## src/rtl/store_buffer_ooo_if.sv

```systemverilog
// Bundle between the MEM stage / ROB / data memory and the store buffer.
// The master side drives requests; the slave side is the buffer.
interface store_buffer_ooo_if #(
   parameter int unsigned SB_DEPTH = 4,
   parameter int unsigned ADDR_W   = 32,
   parameter int unsigned DATA_W   = 32
);
   localparam int unsigned IDX_W = $clog2(SB_DEPTH);
   localparam int unsigned BE_W  = DATA_W / 8;

   logic              alloc_valid_i;
   logic              alloc_ready_o;
   logic [ADDR_W-1:0] alloc_addr_i;
   logic [DATA_W-1:0] alloc_data_i;
   logic [BE_W-1:0]   alloc_be_i;
   logic [IDX_W-1:0]  alloc_idx_o;
   logic              commit_valid_i;
   logic [IDX_W-1:0]  commit_idx_i;
   logic              flush_i;
   logic              mem_req_valid_o;
   logic              mem_req_ready_i;
   logic [ADDR_W-1:0] mem_req_addr_o;
   logic [DATA_W-1:0] mem_req_data_o;
   logic [BE_W-1:0]   mem_req_be_o;
   logic [ADDR_W-1:0] ld_addr_i;
   logic [BE_W-1:0]   ld_be_i;
   logic              ld_hit_o;
   logic [DATA_W-1:0] ld_data_o;
   logic              ld_stall_o;
   logic [IDX_W:0]    count_o;
   logic              empty_o;
   logic              full_o;

   modport master (
      output alloc_valid_i, alloc_addr_i, alloc_data_i, alloc_be_i,
      output commit_valid_i, commit_idx_i, flush_i, mem_req_ready_i, ld_addr_i, ld_be_i,
      input  alloc_ready_o, alloc_idx_o, mem_req_valid_o, mem_req_addr_o, mem_req_data_o,
      input  mem_req_be_o, ld_hit_o, ld_data_o, ld_stall_o, count_o, empty_o, full_o
   );

   modport slave (
      input  alloc_valid_i, alloc_addr_i, alloc_data_i, alloc_be_i,
      input  commit_valid_i, commit_idx_i, flush_i, mem_req_ready_i, ld_addr_i, ld_be_i,
      output alloc_ready_o, alloc_idx_o, mem_req_valid_o, mem_req_addr_o, mem_req_data_o,
      output mem_req_be_o, ld_hit_o, ld_data_o, ld_stall_o, count_o, empty_o, full_o
   );
endinterface

```

## src/rtl/store_buffer_ooo.sv

```systemverilog
// In-order store buffer with head/commit/tail pointers, memory drain and load forwarding.
// Define SB_FORWARD_EN for full store-to-load forwarding; otherwise overlapping loads stall.
module store_buffer_ooo #(
   parameter int unsigned SB_DEPTH = 4,
   parameter int unsigned ADDR_W   = 32,
   parameter int unsigned DATA_W   = 32
) (
   input logic               clk_i,
   input logic               rstn_i,
   store_buffer_ooo_if.slave sb_io
);
   localparam int unsigned IDX_W = $clog2(SB_DEPTH);
   localparam int unsigned BE_W  = DATA_W / 8;
   localparam int unsigned PTR_W = IDX_W + 1;
   localparam logic [ADDR_W-1:0] WORD_MASK = ~ADDR_W'(BE_W - 1);

   logic [PTR_W-1:0]  head_q, head_d, cmt_q, cmt_d, tail_q, tail_d;
   logic [PTR_W-1:0]  count;
   logic [IDX_W-1:0]  head_idx, tail_idx;
   logic [ADDR_W-1:0] addr_q [SB_DEPTH];
   logic [DATA_W-1:0] data_q [SB_DEPTH];
   logic [BE_W-1:0]   be_q   [SB_DEPTH];
   logic              full, empty;
   logic              alloc_fire, commit_legal, commit_fire, drain_valid, drain_fire;

   assign head_idx = head_q[IDX_W-1:0];
   assign tail_idx = tail_q[IDX_W-1:0];
   assign count    = tail_q - head_q;
   assign full     = (count == PTR_W'(SB_DEPTH));
   assign empty    = (count == '0);

   assign alloc_fire   = sb_io.alloc_valid_i && !full && !sb_io.flush_i;
   assign commit_legal = (sb_io.commit_idx_i == cmt_q[IDX_W-1:0]) && (cmt_q != tail_q);
   assign commit_fire  = sb_io.commit_valid_i && commit_legal;
   assign drain_valid  = (head_q != cmt_q);
   assign drain_fire   = drain_valid && sb_io.mem_req_ready_i;

   // Flush rewinds tail to the post-commit pointer so a same-cycle commit survives.
   always_comb begin
      head_d = head_q + {{IDX_W{1'b0}}, drain_fire};
      cmt_d  = cmt_q + {{IDX_W{1'b0}}, commit_fire};
      tail_d = tail_q + {{IDX_W{1'b0}}, alloc_fire};
      if (sb_io.flush_i) begin
         tail_d = cmt_d;
      end
   end

   always_ff @(posedge clk_i or negedge rstn_i) begin
      if (!rstn_i) begin
         head_q <= '0;
         cmt_q  <= '0;
         tail_q <= '0;
      end else begin
         head_q <= head_d;
         cmt_q  <= cmt_d;
         tail_q <= tail_d;
      end
   end

   // Entry storage needs no reset: validity comes from the pointer window.
   always_ff @(posedge clk_i) begin
      if (alloc_fire) begin
         addr_q[tail_idx] <= sb_io.alloc_addr_i & WORD_MASK;
         data_q[tail_idx] <= sb_io.alloc_data_i;
         be_q[tail_idx]   <= sb_io.alloc_be_i;
      end
   end

   assign sb_io.alloc_ready_o   = !full && !sb_io.flush_i;
   assign sb_io.alloc_idx_o     = tail_idx;
   assign sb_io.mem_req_valid_o = drain_valid;
   assign sb_io.mem_req_addr_o  = addr_q[head_idx];
   assign sb_io.mem_req_data_o  = data_q[head_idx];
   assign sb_io.mem_req_be_o    = be_q[head_idx];
   assign sb_io.count_o         = count;
   assign sb_io.empty_o         = empty;
   assign sb_io.full_o          = full;

   logic             any_match;
   logic [IDX_W-1:0] scan_idx;
`ifdef SB_FORWARD_EN
   logic              yng_match, yng_cover;
   logic [DATA_W-1:0] yng_data;
`endif

   // Scan oldest to youngest so the last match seen is the youngest.
   always_comb begin
      any_match = 1'b0;
      scan_idx  = '0;
`ifdef SB_FORWARD_EN
      yng_match = 1'b0;
      yng_cover = 1'b0;
      yng_data  = '0;
`endif
      for (int unsigned k = 0; k < SB_DEPTH; k++) begin
         scan_idx = head_idx + IDX_W'(k);
         if ((PTR_W'(k) < count) &&
             (addr_q[scan_idx] == (sb_io.ld_addr_i & WORD_MASK)) &&
             ((sb_io.ld_be_i & be_q[scan_idx]) != '0)) begin
            any_match = 1'b1;
`ifdef SB_FORWARD_EN
            yng_match = 1'b1;
            yng_cover = ((sb_io.ld_be_i & ~be_q[scan_idx]) == '0);
            yng_data  = data_q[scan_idx];
`endif
         end
      end
   end

`ifdef SB_FORWARD_EN
   assign sb_io.ld_hit_o   = yng_match && yng_cover;
   assign sb_io.ld_data_o  = (yng_match && yng_cover) ? yng_data : '0;
   assign sb_io.ld_stall_o = any_match && !(yng_match && yng_cover);
`else
   assign sb_io.ld_hit_o   = 1'b0;
   assign sb_io.ld_data_o  = '0;
   assign sb_io.ld_stall_o = any_match;
`endif

   commit_in_order_a : assert property (
      @(posedge clk_i) disable iff (!rstn_i) sb_io.commit_valid_i |-> commit_legal
   ) else $error("store_buffer_ooo: out-of-order or empty commit");
endmodule

```

## src/flat_wrapper.sv

```systemverilog
// flat-port wrapper written by rule: the top's interface ports become plain ports
module store_buffer_ooo_flat 
#(
   parameter int unsigned SB_DEPTH = 4,
   parameter int unsigned ADDR_W   = 32,
   parameter int unsigned DATA_W   = 32
)
  (clk_i, rstn_i, sb_io_alloc_valid_i, sb_io_alloc_addr_i, sb_io_alloc_data_i, sb_io_alloc_be_i, sb_io_commit_valid_i, sb_io_commit_idx_i, sb_io_flush_i, sb_io_mem_req_ready_i, sb_io_ld_addr_i, sb_io_ld_be_i, sb_io_alloc_ready_o, sb_io_alloc_idx_o, sb_io_mem_req_valid_o, sb_io_mem_req_addr_o, sb_io_mem_req_data_o, sb_io_mem_req_be_o, sb_io_ld_hit_o, sb_io_ld_data_o, sb_io_ld_stall_o, sb_io_count_o, sb_io_empty_o, sb_io_full_o);
  store_buffer_ooo_if #(.SB_DEPTH(SB_DEPTH), .ADDR_W(ADDR_W), .DATA_W(DATA_W)) sb_io_i ();
  input logic clk_i;
  input logic rstn_i;
  input wire logic [$bits(sb_io_i.alloc_valid_i)-1:0] sb_io_alloc_valid_i;
  input wire logic [$bits(sb_io_i.alloc_addr_i)-1:0] sb_io_alloc_addr_i;
  input wire logic [$bits(sb_io_i.alloc_data_i)-1:0] sb_io_alloc_data_i;
  input wire logic [$bits(sb_io_i.alloc_be_i)-1:0] sb_io_alloc_be_i;
  input wire logic [$bits(sb_io_i.commit_valid_i)-1:0] sb_io_commit_valid_i;
  input wire logic [$bits(sb_io_i.commit_idx_i)-1:0] sb_io_commit_idx_i;
  input wire logic [$bits(sb_io_i.flush_i)-1:0] sb_io_flush_i;
  input wire logic [$bits(sb_io_i.mem_req_ready_i)-1:0] sb_io_mem_req_ready_i;
  input wire logic [$bits(sb_io_i.ld_addr_i)-1:0] sb_io_ld_addr_i;
  input wire logic [$bits(sb_io_i.ld_be_i)-1:0] sb_io_ld_be_i;
  output wire logic [$bits(sb_io_i.alloc_ready_o)-1:0] sb_io_alloc_ready_o;
  output wire logic [$bits(sb_io_i.alloc_idx_o)-1:0] sb_io_alloc_idx_o;
  output wire logic [$bits(sb_io_i.mem_req_valid_o)-1:0] sb_io_mem_req_valid_o;
  output wire logic [$bits(sb_io_i.mem_req_addr_o)-1:0] sb_io_mem_req_addr_o;
  output wire logic [$bits(sb_io_i.mem_req_data_o)-1:0] sb_io_mem_req_data_o;
  output wire logic [$bits(sb_io_i.mem_req_be_o)-1:0] sb_io_mem_req_be_o;
  output wire logic [$bits(sb_io_i.ld_hit_o)-1:0] sb_io_ld_hit_o;
  output wire logic [$bits(sb_io_i.ld_data_o)-1:0] sb_io_ld_data_o;
  output wire logic [$bits(sb_io_i.ld_stall_o)-1:0] sb_io_ld_stall_o;
  output wire logic [$bits(sb_io_i.count_o)-1:0] sb_io_count_o;
  output wire logic [$bits(sb_io_i.empty_o)-1:0] sb_io_empty_o;
  output wire logic [$bits(sb_io_i.full_o)-1:0] sb_io_full_o;
  assign sb_io_i.alloc_valid_i = sb_io_alloc_valid_i;
  assign sb_io_i.alloc_addr_i = sb_io_alloc_addr_i;
  assign sb_io_i.alloc_data_i = sb_io_alloc_data_i;
  assign sb_io_i.alloc_be_i = sb_io_alloc_be_i;
  assign sb_io_i.commit_valid_i = sb_io_commit_valid_i;
  assign sb_io_i.commit_idx_i = sb_io_commit_idx_i;
  assign sb_io_i.flush_i = sb_io_flush_i;
  assign sb_io_i.mem_req_ready_i = sb_io_mem_req_ready_i;
  assign sb_io_i.ld_addr_i = sb_io_ld_addr_i;
  assign sb_io_i.ld_be_i = sb_io_ld_be_i;
  assign sb_io_alloc_ready_o = sb_io_i.alloc_ready_o;
  assign sb_io_alloc_idx_o = sb_io_i.alloc_idx_o;
  assign sb_io_mem_req_valid_o = sb_io_i.mem_req_valid_o;
  assign sb_io_mem_req_addr_o = sb_io_i.mem_req_addr_o;
  assign sb_io_mem_req_data_o = sb_io_i.mem_req_data_o;
  assign sb_io_mem_req_be_o = sb_io_i.mem_req_be_o;
  assign sb_io_ld_hit_o = sb_io_i.ld_hit_o;
  assign sb_io_ld_data_o = sb_io_i.ld_data_o;
  assign sb_io_ld_stall_o = sb_io_i.ld_stall_o;
  assign sb_io_count_o = sb_io_i.count_o;
  assign sb_io_empty_o = sb_io_i.empty_o;
  assign sb_io_full_o = sb_io_i.full_o;
  store_buffer_ooo #(.SB_DEPTH(SB_DEPTH), .ADDR_W(ADDR_W), .DATA_W(DATA_W)) u_core (.clk_i(clk_i), .rstn_i(rstn_i), .sb_io(sb_io_i));
endmodule
```

## config.mk

```make
export PLATFORM = sky130hd
export DESIGN_NAME = store_buffer_ooo_flat
export DESIGN_NICKNAME = d
export VERILOG_FILES = /design/src/rtl/store_buffer_ooo_if.sv /design/src/rtl/store_buffer_ooo.sv /design/src/flat_wrapper.sv
export SDC_FILE = /design/constraint.sdc
export NUM_CORES = 1
export LEC_CHECK = 0
export BUFFER_PORTS_ARGS = -buffer_cell sky130_fd_sc_hd__buf_2
export CAP_MARGIN = 20
export CORE_ASPECT_RATIO = 1.75
export CORE_UTILIZATION = 50
export DETAILED_ROUTE_END_ITERATION = 8
export GPL_TIMING_DRIVEN = 0
export HOLD_SLACK_MARGIN = 0.02
export PLACE_DENSITY_LB_ADDON = 0.08
export SLEW_MARGIN = 10
export SYNTH_ARGS = -nofsm -noshare
export SYNTH_HDL_FRONTEND = slang
export SYNTH_SLANG_ARGS = --single-unit
```

## constraint.sdc

```tcl
create_clock -name clk_i -period 11.6 [get_ports clk_i]
set_clock_uncertainty 0.2 [all_clocks]
set_input_delay 2.9 -clock clk_i [delete_from_list [all_inputs] [get_ports clk_i]]
set_output_delay 2.9 -clock clk_i [all_outputs]
set_load 0.02 [all_outputs]
```

==> impl_metrics.json <==
{
  "worstMarginPinSlew_ps": 1100,
  "drive_gt1_share_pct": 31.70,
  "cts_tree": "yes",
  "place_ws_ps": 2913,
  "place_hpwl_um": 34210,
  "holdPathStages": 1,
  "worstPathArrival_ps": 5740,
  "cts_resized": 0,
  "status": "complete, no violations",
  "maxCapViolations": 0,
  "die_width_um": 131.4,
  "synth_area_um2": 14650,
  "htree_levels": 1,
  "finalWirelength_um": 45020,
  "nNetsFinal": 1307,
  "final-seq-area_um2": 8153,
  "peakVddDrop_mv": 0.1622,
  "endpoint_kind": "output port",
  "vias_per_cell": 6.040,
  "rrSetupSlack_ps": 7520,
  "synth_cell_types": 54,
  "grt_pass1_vias": 9914,
  "setup_viol": 0,
  "grt_overflow": 0,
  "yosysSeqAreaShare_pct": 55.64,
  "critical_path_required_ps": 8500,
  "cts-buffers-inserted": 25,
  "drt-pass1-iter-count": 5,
  "syn_to_final_growth_pct": 16.41,
  "drt_iter0_drc": 612,
  "pin_count": 223,
  "r2r_end": "u_core.head_q[2]",
  "final.fill_count": 2364,
  "grt_max_degree": 46,
  "relSlewSlack_pct": 25.98,
  "grt_pass1_wl_um": 64740,
  "cp_max_fo": 10,
  "ys.flop_type": "edfxtp_1",
  "hp-class": "reg -> reg",
  "worstHoldEndpoint": "u_core.head_q[0]",
  "finalNonFillerCells": 1586,
  "antenna_found_initial": 3,
  "place_inst": 1538,
  "vias": 9579,
  "multi_input_area_um2": 5953,
  "hp-start": "u_core.head_q[0]",
  "hold-worst-slack_ps": 353.4,
  "core_um2": 28730,
  "path_clk_slew_ps": 70,
  "wire_per_inst_um": 28.39,
  "post-route-period-util_pct": 76.25,
  "timing.final.ws_setup_ps": 2755,
  "fin_tns_setup_ps": 0,
  "yosysWarnings": 0,
  "routabilityCongestion": 1.032,
  "reg2reg_from": "u_core.head_q[0]",
  "io_buffer_count": 160,
  "clockRootBuffer": "clkbuf_16",
  "postCtsSetupRepairBufs": 0,
  "cts_hold_buf": 0,
  "p_leak_uw": 0.006281,
  "drtAntennaViolNets": 0,
  "path_class": "in -> out",
  "cts_sinks": 273,
  "total_power_uw": 4563,
  "rows": 82,
  "ff2ff_path_depth": 13,
  "start_kind": "input port",
  "postSynthAreaPerCell_um2": 15.29,
  "die-area_um2": 30020,
  "fin_crit_ps": 8845,
  "rsz0062_at_grt": "false",
  "initial_utilization_pct": 51.00,
  "drc": 0,
  "timing.final.max_slew_violations": 0,
  "final_hold_viol_count": 0,
  "powerDensity_nw_per_um2": 267.5,
  "synth-seq-cells": 273,
  "track_usage_pct": 30.23,
  "syn_inst": 958,
  "clk_latency_ps": 550,
  "async_reset_ff_share_pct": 3.297,
  "die_y_um": 228.5,
  "synth_enable_flop_cells": 264,
  "cts_buffer_depth": 3,
  "max_freq_mhz": 113.1
}
## cells in the mapped netlist, types with 4 or more instances
master	n	area [um^2]
edfxtp_1	264	7928
mux2i_1	129	1291
mux4_2	88	1982
xnor2_1	74	648.1
buf_4	51	382.9
nand2_1	42	157.7
xor2_1	37	324.1
clkbuf_1	24	90.09
nor2_1	19	71.32
o21ai_0	19	95.09
buf_2	18	90.09
a21oi_1	16	80.08
nand4_1	15	93.84
inv_1	10	37.54
nand3_1	10	50.05
dfrtp_1	9	225.2
mux2_2	9	101.4
o22ai_1	9	56.30
buf_1	8	30.03
nor3_1	8	40.04
a211oi_1	7	52.55
ha_1	7	87.58
nor4_1	7	43.79
o2111ai_1	7	61.31
a22oi_1	6	45.04
o221ai_1	6	52.55
a32oi_1	4	35.03
and3_1	4	25.02
o2bb2ai_1	4	35.03
## metrics by stage
step | util [%] | instance area [um^2]
final | 59.37 | 17060
after global routing | 59.37 | 17060
after CTS | 59.35 | 17050
after detailed placement | 56.66 | 16280
after global placement | 55.88 | 16050
after floorplan | - | 14780
## area by class of cell
class / count / area share [%]
diodes: 3 / 0.04401
plain buffers: 106 / 3.873
clock buffers: 29 / 3.756
clock inverters: 16 / 0.7776
inverters: 10 / 0.2201
multi-input cells: 603 / 34.90
flip-flops and latches: 273 / 47.80
well taps: 378 / 2.773
repair buffers: 168 / 5.854
## worst max path at each step
stage,cells after the start,start,endpoint,slack (ps)
2_1_floorplan,8,sb_io_ld_addr_i[27],sb_io_ld_stall_o,3840
3_3_place_gp,5,sb_io_flush_i,u_core.addr_q[3][26],1840
3_5_place_dp,9,sb_io_ld_addr_i[19],sb_io_ld_stall_o,2910
4_1_cts,9,sb_io_ld_addr_i[19],sb_io_ld_stall_o,2890
5_1_grt,9,sb_io_ld_addr_i[19],sb_io_ld_stall_o,2840
6_report,9,sb_io_ld_addr_i[19],sb_io_ld_stall_o,2760
## kinds of logic (layout without fill, tap and decap cells)
kind of cell             count (synthesis)  count (layout)  synth area share (%)
flip-flops                             273             273                 55.64
multiplexers                           229             229                 23.31
AND/OR/NAND/NOR                        116             116                 3.877
buffers and inverters                  116             329                 4.765
XOR/XNOR                               111             111                 6.635
AO/OA/AOI/OAI                          104             104                 5.004
adder cells (fa/ha/maj)                  8               8                0.7344
other                                    1              38               0.02559
## worst max-delay path, stage by stage
cell,delay [ps]
buf_2,100
clkbuf_1,510
o2bb2ai_1,120
o21ai_0,510
nand4_1,370
or4_1,690
nor4_2,180
a211o_1,190
buf_2,180
## registers in the layout, summed over array words and instances (netlist names)
name,flops
u_core.tail_q,3
u_core.data_q,128
u_core.addr_q,120
u_core.head_q,3
u_core.cmt_q,3
u_core.be_q,16
## cell usage in the layout, fill, tap and decap left out, drive strengths merged, types with 4 or more instances in the layout
master | synthesis | routed
edfxtp | 264 | 264
buf | 82 | 250
mux2i | 132 | 132
mux4 | 88 | 88
xnor2 | 74 | 74
clkbuf | 24 | 53
nand2 | 42 | 42
xor2 | 37 | 37
conb | 1 | 35
o21ai | 19 | 19
nor2 | 19 | 19
a21oi | 16 | 16
nand4 | 15 | 15
clkinv | 0 | 13
inv | 10 | 11
nand3 | 10 | 10
mux2 | 9 | 9
o22ai | 9 | 9
dfrtp | 9 | 9
nor4 | 9 | 9
nor3 | 8 | 8
a211oi | 7 | 7
o2111ai | 7 | 7
ha | 7 | 7
a22oi | 6 | 6
o221ai | 6 | 6
a32oi | 4 | 4
o2bb2ai | 4 | 4
and3 | 4 | 4
## power by group
part / internal (uW) / switching [uW]
logic: 952 / 1510
clock network: 440 / 353
registers: 1240 / 73.2
## metal layers
metal / share of wire [%] / vias to the layer above / wire, um / global-route usage (%)
met5: 0 / - / 0 / 0
met4: 8.2 / 0 / 3699 / 23.62
met3: 5.5 / 150 / 2488 / 5.079
met2: 53 / 412 / 23760 / 54.22
met1: 33 / 4838 / 15080 / 31.00
li1: - / 4179 / - / -
(Power assumes the default switching activity.)
